===== src/rtl/vector_list_seq_if.sv =====
// Display-list sequencer bus: list-memory read port plus draw_line request side.
interface vector_list_seq_if #(
  parameter int ADDR_W  = 10,
  parameter int COORD_W = 12
);
  logic [ADDR_W-1:0]  mem_addr;
  logic               mem_rd;
  logic [31:0]        mem_data;
  logic               line_ready;
  logic               draw;
  logic               jump;
  logic [COORD_W-1:0] x;
  logic [COORD_W-1:0] y;

  modport master (
    output mem_addr, mem_rd, draw, jump, x, y,
    input  mem_data, line_ready
  );

  modport slave (
    input  mem_addr, mem_rd, draw, jump, x, y,
    output mem_data, line_ready
  );
endinterface


===== src/rtl/vector_list_seq.sv =====
// Vector display-list sequencer feeding draw_line, looping frame after frame.
// VECTOR_FRAME_SYNC_EN: adds frame_tick; each frame restart waits for it.
module vector_list_seq #(
  parameter int ADDR_W  = 10,
  parameter int COORD_W = 12,
  parameter int FC_W    = 16
) (
  input  logic            clk,
  input  logic            reset,
  input  logic            run,
`ifdef VECTOR_FRAME_SYNC_EN
  input  logic            frame_tick,
`endif
  vector_list_seq_if.master bus,
  output logic            busy,
  output logic            halted,
  output logic            frame_done,
  output logic [FC_W-1:0] frame_count
);

  typedef enum logic [2:0] {
    IDLE,
    FETCH,
    WAIT_DATA,
    ISSUE,
    HOLD,
    FRAME_WAIT,
    HALTED
  } state_t;

  localparam logic [1:0] OP_JUMP = 2'b01;
  localparam logic [1:0] OP_END  = 2'b10;
  localparam logic [1:0] OP_HALT = 2'b11;

  state_t             state;
  state_t             state_n;
  logic [ADDR_W-1:0]  ptr;
  logic [1:0]         op;
  logic [COORD_W-1:0] cx;
  logic [COORD_W-1:0] cy;
  logic               tick;
  logic               op_line;
  logic               unused_rsvd;

`ifdef VECTOR_FRAME_SYNC_EN
  assign tick = frame_tick;
`else
  assign tick = 1'b1;
`endif

  assign op_line     = ~op[1];
  assign unused_rsvd = ^bus.mem_data[29:24];

  always_comb begin
    state_n = state;
    unique case (state)
      IDLE:       if (run) state_n = FETCH;
      FETCH:      state_n = WAIT_DATA;
      WAIT_DATA:  state_n = ISSUE;
      ISSUE: begin
        unique case (1'b1)
          op_line: begin
            if (!run)
              state_n = IDLE;
            else if (bus.line_ready)
              state_n = HOLD;
          end
          (op == OP_END):  state_n = FRAME_WAIT;
          (op == OP_HALT): state_n = HALTED;
          default:         state_n = ISSUE;
        endcase
      end
      HOLD:       state_n = FETCH;
      FRAME_WAIT: begin
        if (!run)
          state_n = IDLE;
        else if (tick)
          state_n = FETCH;
      end
      HALTED:     if (!run) state_n = IDLE;
      default:    state_n = IDLE;
    endcase
  end

  always_ff @(posedge clk) begin
    if (!reset) begin
      state        <= IDLE;
      ptr          <= '0;
      op           <= '0;
      cx           <= '0;
      cy           <= '0;
      bus.mem_addr <= '0;
      bus.mem_rd   <= 1'b0;
      bus.draw     <= 1'b0;
      bus.jump     <= 1'b0;
      bus.x        <= '0;
      bus.y        <= '0;
      busy         <= 1'b0;
      halted       <= 1'b0;
      frame_done   <= 1'b0;
      frame_count  <= '0;
    end else begin
      state      <= state_n;
      busy       <= !(state_n == IDLE || state_n == HALTED);
      halted     <= (state_n == HALTED);
      bus.mem_rd <= (state_n == FETCH);
      bus.draw   <= 1'b0;
      bus.jump   <= 1'b0;
      frame_done <= 1'b0;
      if (state_n == FETCH)
        bus.mem_addr <= ptr;
      if (state_n == IDLE)
        ptr <= '0;
      unique case (state)
        WAIT_DATA: begin
          op <= bus.mem_data[31:30];
          cx <= bus.mem_data[23:12];
          cy <= bus.mem_data[11:0];
        end
        ISSUE: begin
          if (state_n == HOLD) begin
            bus.draw <= 1'b1;
            bus.jump <= (op == OP_JUMP);
            bus.x    <= cx;
            bus.y    <= cy;
            ptr      <= ptr + 1'b1;
            // Running off the end of the list closes the frame implicitly.
            if (&ptr) begin
              frame_done  <= 1'b1;
              frame_count <= frame_count + 1'b1;
            end
          end else if (state_n == FRAME_WAIT) begin
            frame_done  <= 1'b1;
            frame_count <= frame_count + 1'b1;
            ptr         <= '0;
          end
        end
        default: ;
      endcase
    end
  end

endmodule


===== src/flat_wrapper.sv =====
// flat-port wrapper written by rule: the top's interface ports become plain ports
module vector_list_seq_flat 
#(
  parameter int ADDR_W  = 10,
  parameter int COORD_W = 12,
  parameter int FC_W    = 16
)
  (clk, reset, run, busy, halted, frame_done, frame_count, bus_mem_addr, bus_mem_rd, bus_draw, bus_jump, bus_x, bus_y, bus_mem_data, bus_line_ready);
  vector_list_seq_if #(.ADDR_W(ADDR_W), .COORD_W(COORD_W)) bus_i ();
  input  logic clk;
  input  logic reset;
  input  logic run;
  output logic busy;
  output logic halted;
  output logic frame_done;
  output logic [FC_W-1:0] frame_count;
  output wire logic [$bits(bus_i.mem_addr)-1:0] bus_mem_addr;
  output wire logic [$bits(bus_i.mem_rd)-1:0] bus_mem_rd;
  output wire logic [$bits(bus_i.draw)-1:0] bus_draw;
  output wire logic [$bits(bus_i.jump)-1:0] bus_jump;
  output wire logic [$bits(bus_i.x)-1:0] bus_x;
  output wire logic [$bits(bus_i.y)-1:0] bus_y;
  input wire logic [$bits(bus_i.mem_data)-1:0] bus_mem_data;
  input wire logic [$bits(bus_i.line_ready)-1:0] bus_line_ready;
  assign bus_mem_addr = bus_i.mem_addr;
  assign bus_mem_rd = bus_i.mem_rd;
  assign bus_draw = bus_i.draw;
  assign bus_jump = bus_i.jump;
  assign bus_x = bus_i.x;
  assign bus_y = bus_i.y;
  assign bus_i.mem_data = bus_mem_data;
  assign bus_i.line_ready = bus_line_ready;
  vector_list_seq #(.ADDR_W(ADDR_W), .COORD_W(COORD_W), .FC_W(FC_W)) u_core (.clk(clk), .reset(reset), .run(run), .bus(bus_i), .busy(busy), .halted(halted), .frame_done(frame_done), .frame_count(frame_count));
endmodule

===== config.mk =====
export PLATFORM = sky130hd
export DESIGN_NAME = vector_list_seq_flat
export DESIGN_NICKNAME = d
export VERILOG_FILES = /design/src/rtl/vector_list_seq_if.sv /design/src/rtl/vector_list_seq.sv /design/src/flat_wrapper.sv
export SDC_FILE = /design/constraint.sdc
export NUM_CORES = 1
export LEC_CHECK = 0
export ABC_AREA = 0
export BUFFER_PORTS_ARGS = -buffer_cell sky130_fd_sc_hd__buf_2
export CAP_MARGIN = 30
export CORE_UTILIZATION = 35
export CTS_CLUSTER_DIAMETER = 50
export DETAILED_ROUTE_END_ITERATION = 10
export GPL_ROUTABILITY_DRIVEN = 0
export PLACE_DENSITY_LB_ADDON = 0.05
export SYNTH_ARGS = -nofsm -noshare
export SYNTH_HDL_FRONTEND = slang
export SYNTH_SLANG_ARGS = --single-unit

===== constraint.sdc =====
create_clock -name clk -period 3 [get_ports clk]
set_input_delay 0 -clock clk [delete_from_list [all_inputs] [get_ports clk]]
set_output_delay 0 -clock clk [all_outputs]
set_load 0.02 [all_outputs]

# After elaboration in Yosys (flattened, before gate mapping)
# Cells that the tools add are included.
dict set report classes {
  add_sub_neg 2
  eq_ne 14
  n_mux 19
  bitwise 1
  n_reduce_logical 10
}
# operator n
set ops {}
lappend ops {{2-to-1 mux 16 bit} 3}
lappend ops {{2-to-1 mux 10 bit} 4}
lappend ops {{case mux 3 bit (7 select lines)} 1}
lappend ops {{equality test 3 bit (second input constant)} 6}
lappend ops {{adder 16 x 1 -> 16 bit (second input constant)} 1}
lappend ops {{2-to-1 mux 3 bit} 5}
lappend ops {{adder 10 x 1 -> 10 bit (second input constant)} 1}
lappend ops {{AND reduction 10 bit} 1}
lappend ops {{case mux 3 bit (3 select lines)} 1}
lappend ops {{equality test 3 x 1 -> 1 bit (second input constant)} 2}
lappend ops {{equality test 3 x 2 -> 1 bit (second input constant)} 2}
lappend ops {{logical NOT 3 bit} 2}
lappend ops {{AND reduction 3 bit} 2}
lappend ops {{2-to-1 mux 1 bit} 5}
lappend ops {{equality test 2 bit (second input constant)} 2}
lappend ops {{AND reduction 2 bit} 2}
lappend ops {{equality test 2 x 1 -> 1 bit (second input constant)} 1}
lappend ops {{inequality test 2 bit (second input constant)} 1}
lappend ops {{nonzero test 2 bit} 1}
lappend ops {{logical NOT 1 bit} 1}
lappend ops {{logical OR 1 bit} 1}
lappend ops {{inverter 1 bit} 1}
dict set report word_totals {
  regBits 95
  in_bits 36
  out_inout_bits 56
  wordCells 61
}

# Depth between registers and ports, before layout
dict set report logic_depth {
  depth_word 10
  depth_mapped 9
  ltp_nobuf 7
}

# Worst setup path before layout
# OpenSTA, ideal clock, no wires.
dict set report synth_timing {
  kind {reg2reg}
  startpoint {register u_core.state[2]}
  endpoint {register u_core.frame_count[9]}
  setup_ns 0.070
  arrival_ns 2.079
  required_time_ns 2.930
  path_slack_ns 0.851
  path_stages_with_launch 9
  path_buffers 3
  period_less_slack_ns 2.149
  cell_sequence {dfxtp_1 buf_6 or4_4 buf_6 nor4_4 a21oi_2 buf_6 or4_1 a21oi_1}
}
dict set report synth_via {
  elab_chain_cells 8
  word_cells_on_any_way 20
  classes_between {eq/ne: 9; mux: 8; reduce/logical: 3}
}
# item line
set synth_lines {}
lappend synth_lines {{start, declared} vector_list_seq.sv:35} ;# state_t state;
lappend synth_lines {{start signal, assigned} vector_list_seq.sv:103} ;# state <= state_n;
lappend synth_lines {{2-to-1 mux 3 bit} vector_list_seq.sv:65} ;# else if (bus.line_ready)
lappend synth_lines {{2-to-1 mux 3 bit} vector_list_seq.sv:63} ;# if (!run)
lappend synth_lines {{2-to-1 mux 3 bit} vector_list_seq.sv:61} ;# unique case (1'b1)
lappend synth_lines {{case mux 3 bit (3 select lines)} vector_list_seq.sv:61}
lappend synth_lines {{case mux 3 bit (7 select lines)} vector_list_seq.sv:56} ;# unique case (state)
lappend synth_lines {{equality test 3 bit, on equally long branches} {vector_list_seq.sv:121, vector_list_seq.sv:132}}
lappend synth_lines {{inequality test 2 bit (no line) / nonzero test 2 bit (equally long branches)} -}
lappend synth_lines {{AND reduction 3 bit (no line)} -}
lappend synth_lines {{end signal, assigned} vector_list_seq.sv:130} ;# frame_count <= frame_count + 1'b1;
lappend synth_lines {{end signal, assigned} vector_list_seq.sv:134} ;# frame_count <= frame_count + 1'b1;
lappend synth_lines {{end, declared} vector_list_seq.sv:18} ;# output logic [FC_W-1:0] frame_count
# Several ways; a longest one is shown, not always the timed one. The select of a mux whose other input is x is not followed.
# A chain may end at the register's enable or synchronous reset.

# Worst setup path after layout
dict set report layout_timing {
  startpoint {register u_core.state[1]}
  endpoint {register u_core.frame_count[9]}
}
# Same word-level chain as after synthesis.

==> results.md <==
- Worst Hold Class: in2reg
- Largest stage delay on the critical path: 560 ps
- Pin count of the biggest net entering global routing: 38
- Max IR drop VDD: 225 µV
- Worst Tran Pin Value: about 740 ps
- Crit-path slowest cell: dfxtp_1
- Synth top area cells: dfxtp_1, nand2_1, a21oi_1
- Top-count cell post-synth: nand2_1
- DR vias: around 3500
- Crit path max fanout: 31
- Clock transition at the registers of the reported paths: 90 ps
- CTS Buf Count: 9
- Slew Limit Fails: 0
- Post-route ant nets: 0
- Mapped cell area: 3830 µm²
- Die width: 107 µm
- Post-Synthesis Cells: roughly 470
- Synth cell types: between 40 and 50
- Design Power: between 2 and 2.5 mW
- Total track usage: 17.1%
- Startpoint Class: flip-flop
- Vias in the first global route: 3277
- Initial Util: 36.6%
- Worst-skew pair later-pin latency: between 300 and 400 ps
- Pwr dens: 474 nW/µm²
- Final period utilization: between 80% and 90%
- Seq/Total Area, Yosys: between 40% and 50%
- First-pass GRT wire length: 15600 µm
- Gr busiest metal: met2
- Critical Path AT: 2780 ps
- Fillers: 1125
- Worst Setup Path Type: reg2reg
- # diodes: 0
- Initial antenna violation count: 0
- R2r startpoint: u_core.state[1]
- Place WS: between 500 and 600 ps
- H-Tree Level Count: 3
- Die Footprint: 11400 µm²
- Post-Layout Cell Count: 709
- WP data required: 3280 ps
- Beginning of the worst hold path: run
- Worst-path cell chain: nand2_1, or4_4, nor4_4, a21oi_2, buf_4, or4_1, a21oi_1
- Placed instance count: 666
- Clock skew: a little over 9 ps
- Area leader, netlist: dfxtp_1
- Fin. Hold Viols: 0
- WL/cell: approximately 13 µm
- Router iterations before antenna repair: 4
- CORE AREA: ~10000 µm²
- CTS tree: yes
- Worst R2R Setup Slack: 500 ps
- DR DRC count: 0
- DR vias/cell: 4.97
- GRT Residual Overflow: 0
- Area Overhead vs Synth: 25.4%
- Outcome: finished, final reports clean
- Number of synthesized flops with an enable pin: 0
- Die Ht: 107 µm
- Post-synth top area share: 49.7%
- Yosys warnings: 0
- Io pins: 92
- Commonest cells in the netlist: nand2_1, dfxtp_1, a21oi_1
- FFs w/ async S/R, synth: 0%
- Hold depth: 4
- Leakage: between 1.5 and 2 nW
- Syn nets: 506
- IO buf count: 85
- Crit path time final: 2500 ps
- Setup Buffers After CTS: 0
- Crit Reg-Reg Endpoint: u_core.frame_count[9]
- Post-synth top flop: dfxtp_1
- Share of cells above drive strength 1: about 20%
- CTS Root Cell: clkbuf_8
- Final #Nets: 606
- GRT met2 Usage: 26.5%
- Site Rows: 37
- Final setup fails: 0
- Setup WS post-layout: 499 ps
- FMAX: 400 MHz
- MaxCap Viol Count: 0
- R2R depth: 7
- Total wire length: 9300 µm
- #FFs+latches synth: 95
- Total clock sinks: 95
- DR iter-0 viols: 99
- Met3 Resource Use GR: 4.50%
- Element type at the critical path end: flip-flop
- RSZ-0062 raised after global routing: false
- Slew headroom: 50.3%
- M1 GR Usage: between 20% and 30%
- Avg Cell Area, Syn: between 8 and 9 µm²
- Worst hold endpoint: u_core.state[1]
- Max clock buf depth: 2
- Post-detail-place hpwl: around 6000 µm
- TNS Setup: 0 ps
## registers in the layout, summed over array words and instances (netlist names)
name and count:
u_core.busy 1, u_core.frame_done 1, u_core.bus.draw 1, u_core.frame_count 16
u_core.ptr 10, u_core.bus.jump 1, u_core.bus.mem_addr 10, u_core.bus.y 12
u_core.bus.mem_rd 1, u_core.op 2, u_core.cy 12, u_core.halted 1
u_core.cx 12, u_core.state 3, u_core.bus.x 12
## cell families after synthesis
| family | count (synthesis) | share of synthesized area (%) |
|---|---|---|
| fa+ha+maj | 2 | 0.654 |
| compound gates | 118 | 17.8 |
| simple gates | 206 | 24.5 |
| flops | 95 | 49.7 |
| mux | 11 | 2.88 |
| xor+xnor | 2 | 0.458 |
| buf+inv | 34 | 4.02 |
## stage by stage
step	area, µm²	util (%)	hold WS, ps
floorplan	3830	-	122
global placement	4350	41.6	242
detailed placement	4350	41.6	247
global route	4800	45.9	117
finish	4800	45.9	83.6
CTS	4800	45.9	70.5
## worst max-delay path, delay by kind of cell, from the launching register on
kind	cells	cell delay [ps]
DFF	1	560
and+or+nand+nor	4	1420
AOI/OAI and AO/OA	2	210
buffers and inverters	1	230
## worst max-delay path by stage
| stage | startpoint | endpoint | slack (ps) |
|---|---|---|---|
| 2_1_floorplan | u_core.state[2] | u_core.frame_count[9] | 850 |
| 4_1_cts | u_core.state[1] | u_core.frame_count[9] | 490 |
| 3_5_place_dp | u_core.state[0] | u_core.frame_count[7] | 520 |
| 5_1_grt | u_core.state[1] | u_core.frame_count[9] | 340 |
| 3_3_place_gp | u_core.state[0] | u_core.frame_count[10] | 580 |
| 6_report | u_core.state[1] | u_core.frame_count[9] | 500 |
## power breakdown
part / total, mW / internal (mW) / switching, mW
registers: 1.31 / 1.29 / 0.0203
clock network: 0.776 / 0.327 / 0.449
logic: 0.194 / 0.0854 / 0.109
## layer usage
layer,vias to the layer above,part of all wire (%)
li1,1811,-
met1,1633,50
met2,73,45
met3,7,4.5
met4,0,1.0
met5,-,0
## cells in the final DEF (no fill, tap or decap), drive strengths merged, types with 2 or more instances in the layout
| master | count |
|---|---|
| and3 | 8 |
| dfxtp | 95 |
| nand3 | 9 |
| a21oi | 74 |
| nor3b | 2 |
| o21bai | 3 |
| o2bb2ai | 2 |
| clkbuf | 10 |
| a2bb2oi | 2 |
| clkinv | 4 |
| buf | 92 |
| nand4 | 3 |
| nor2 | 30 |
| o41ai | 3 |
| and3b | 2 |
| or4 | 5 |
| nand2b | 3 |
| or3 | 9 |
| o2111ai | 2 |
| o211ai | 4 |
| mux2i | 11 |
| o31ai | 3 |
| nor4 | 2 |
| nor2b | 4 |
| dlygate4sd3 | 27 |
| o21ai | 13 |
| or4b | 2 |
| ha | 2 |
| nor3 | 3 |
| nand2 | 122 |
| inv | 5 |
| a31oi | 6 |
## final cells by class
class,instances,area [µm²],area share [%]
clock buffers,10,138,2.87
clock inverters,6,43.8,0.912
inverters,4,15.0,0.313
well taps,136,170,3.55
repair buffers,119,748,15.6
flip-flops and latches,95,1900,39.6
multi-input cells,339,1780,37.1
## what timing repair did
action | 4_1_cts | 5_1_grt
hold endpoints to repair | 32 | 0
gates resized for setup | 0 | 0
hold buffers | 27 | 0
(Power assumes the default switching activity.)
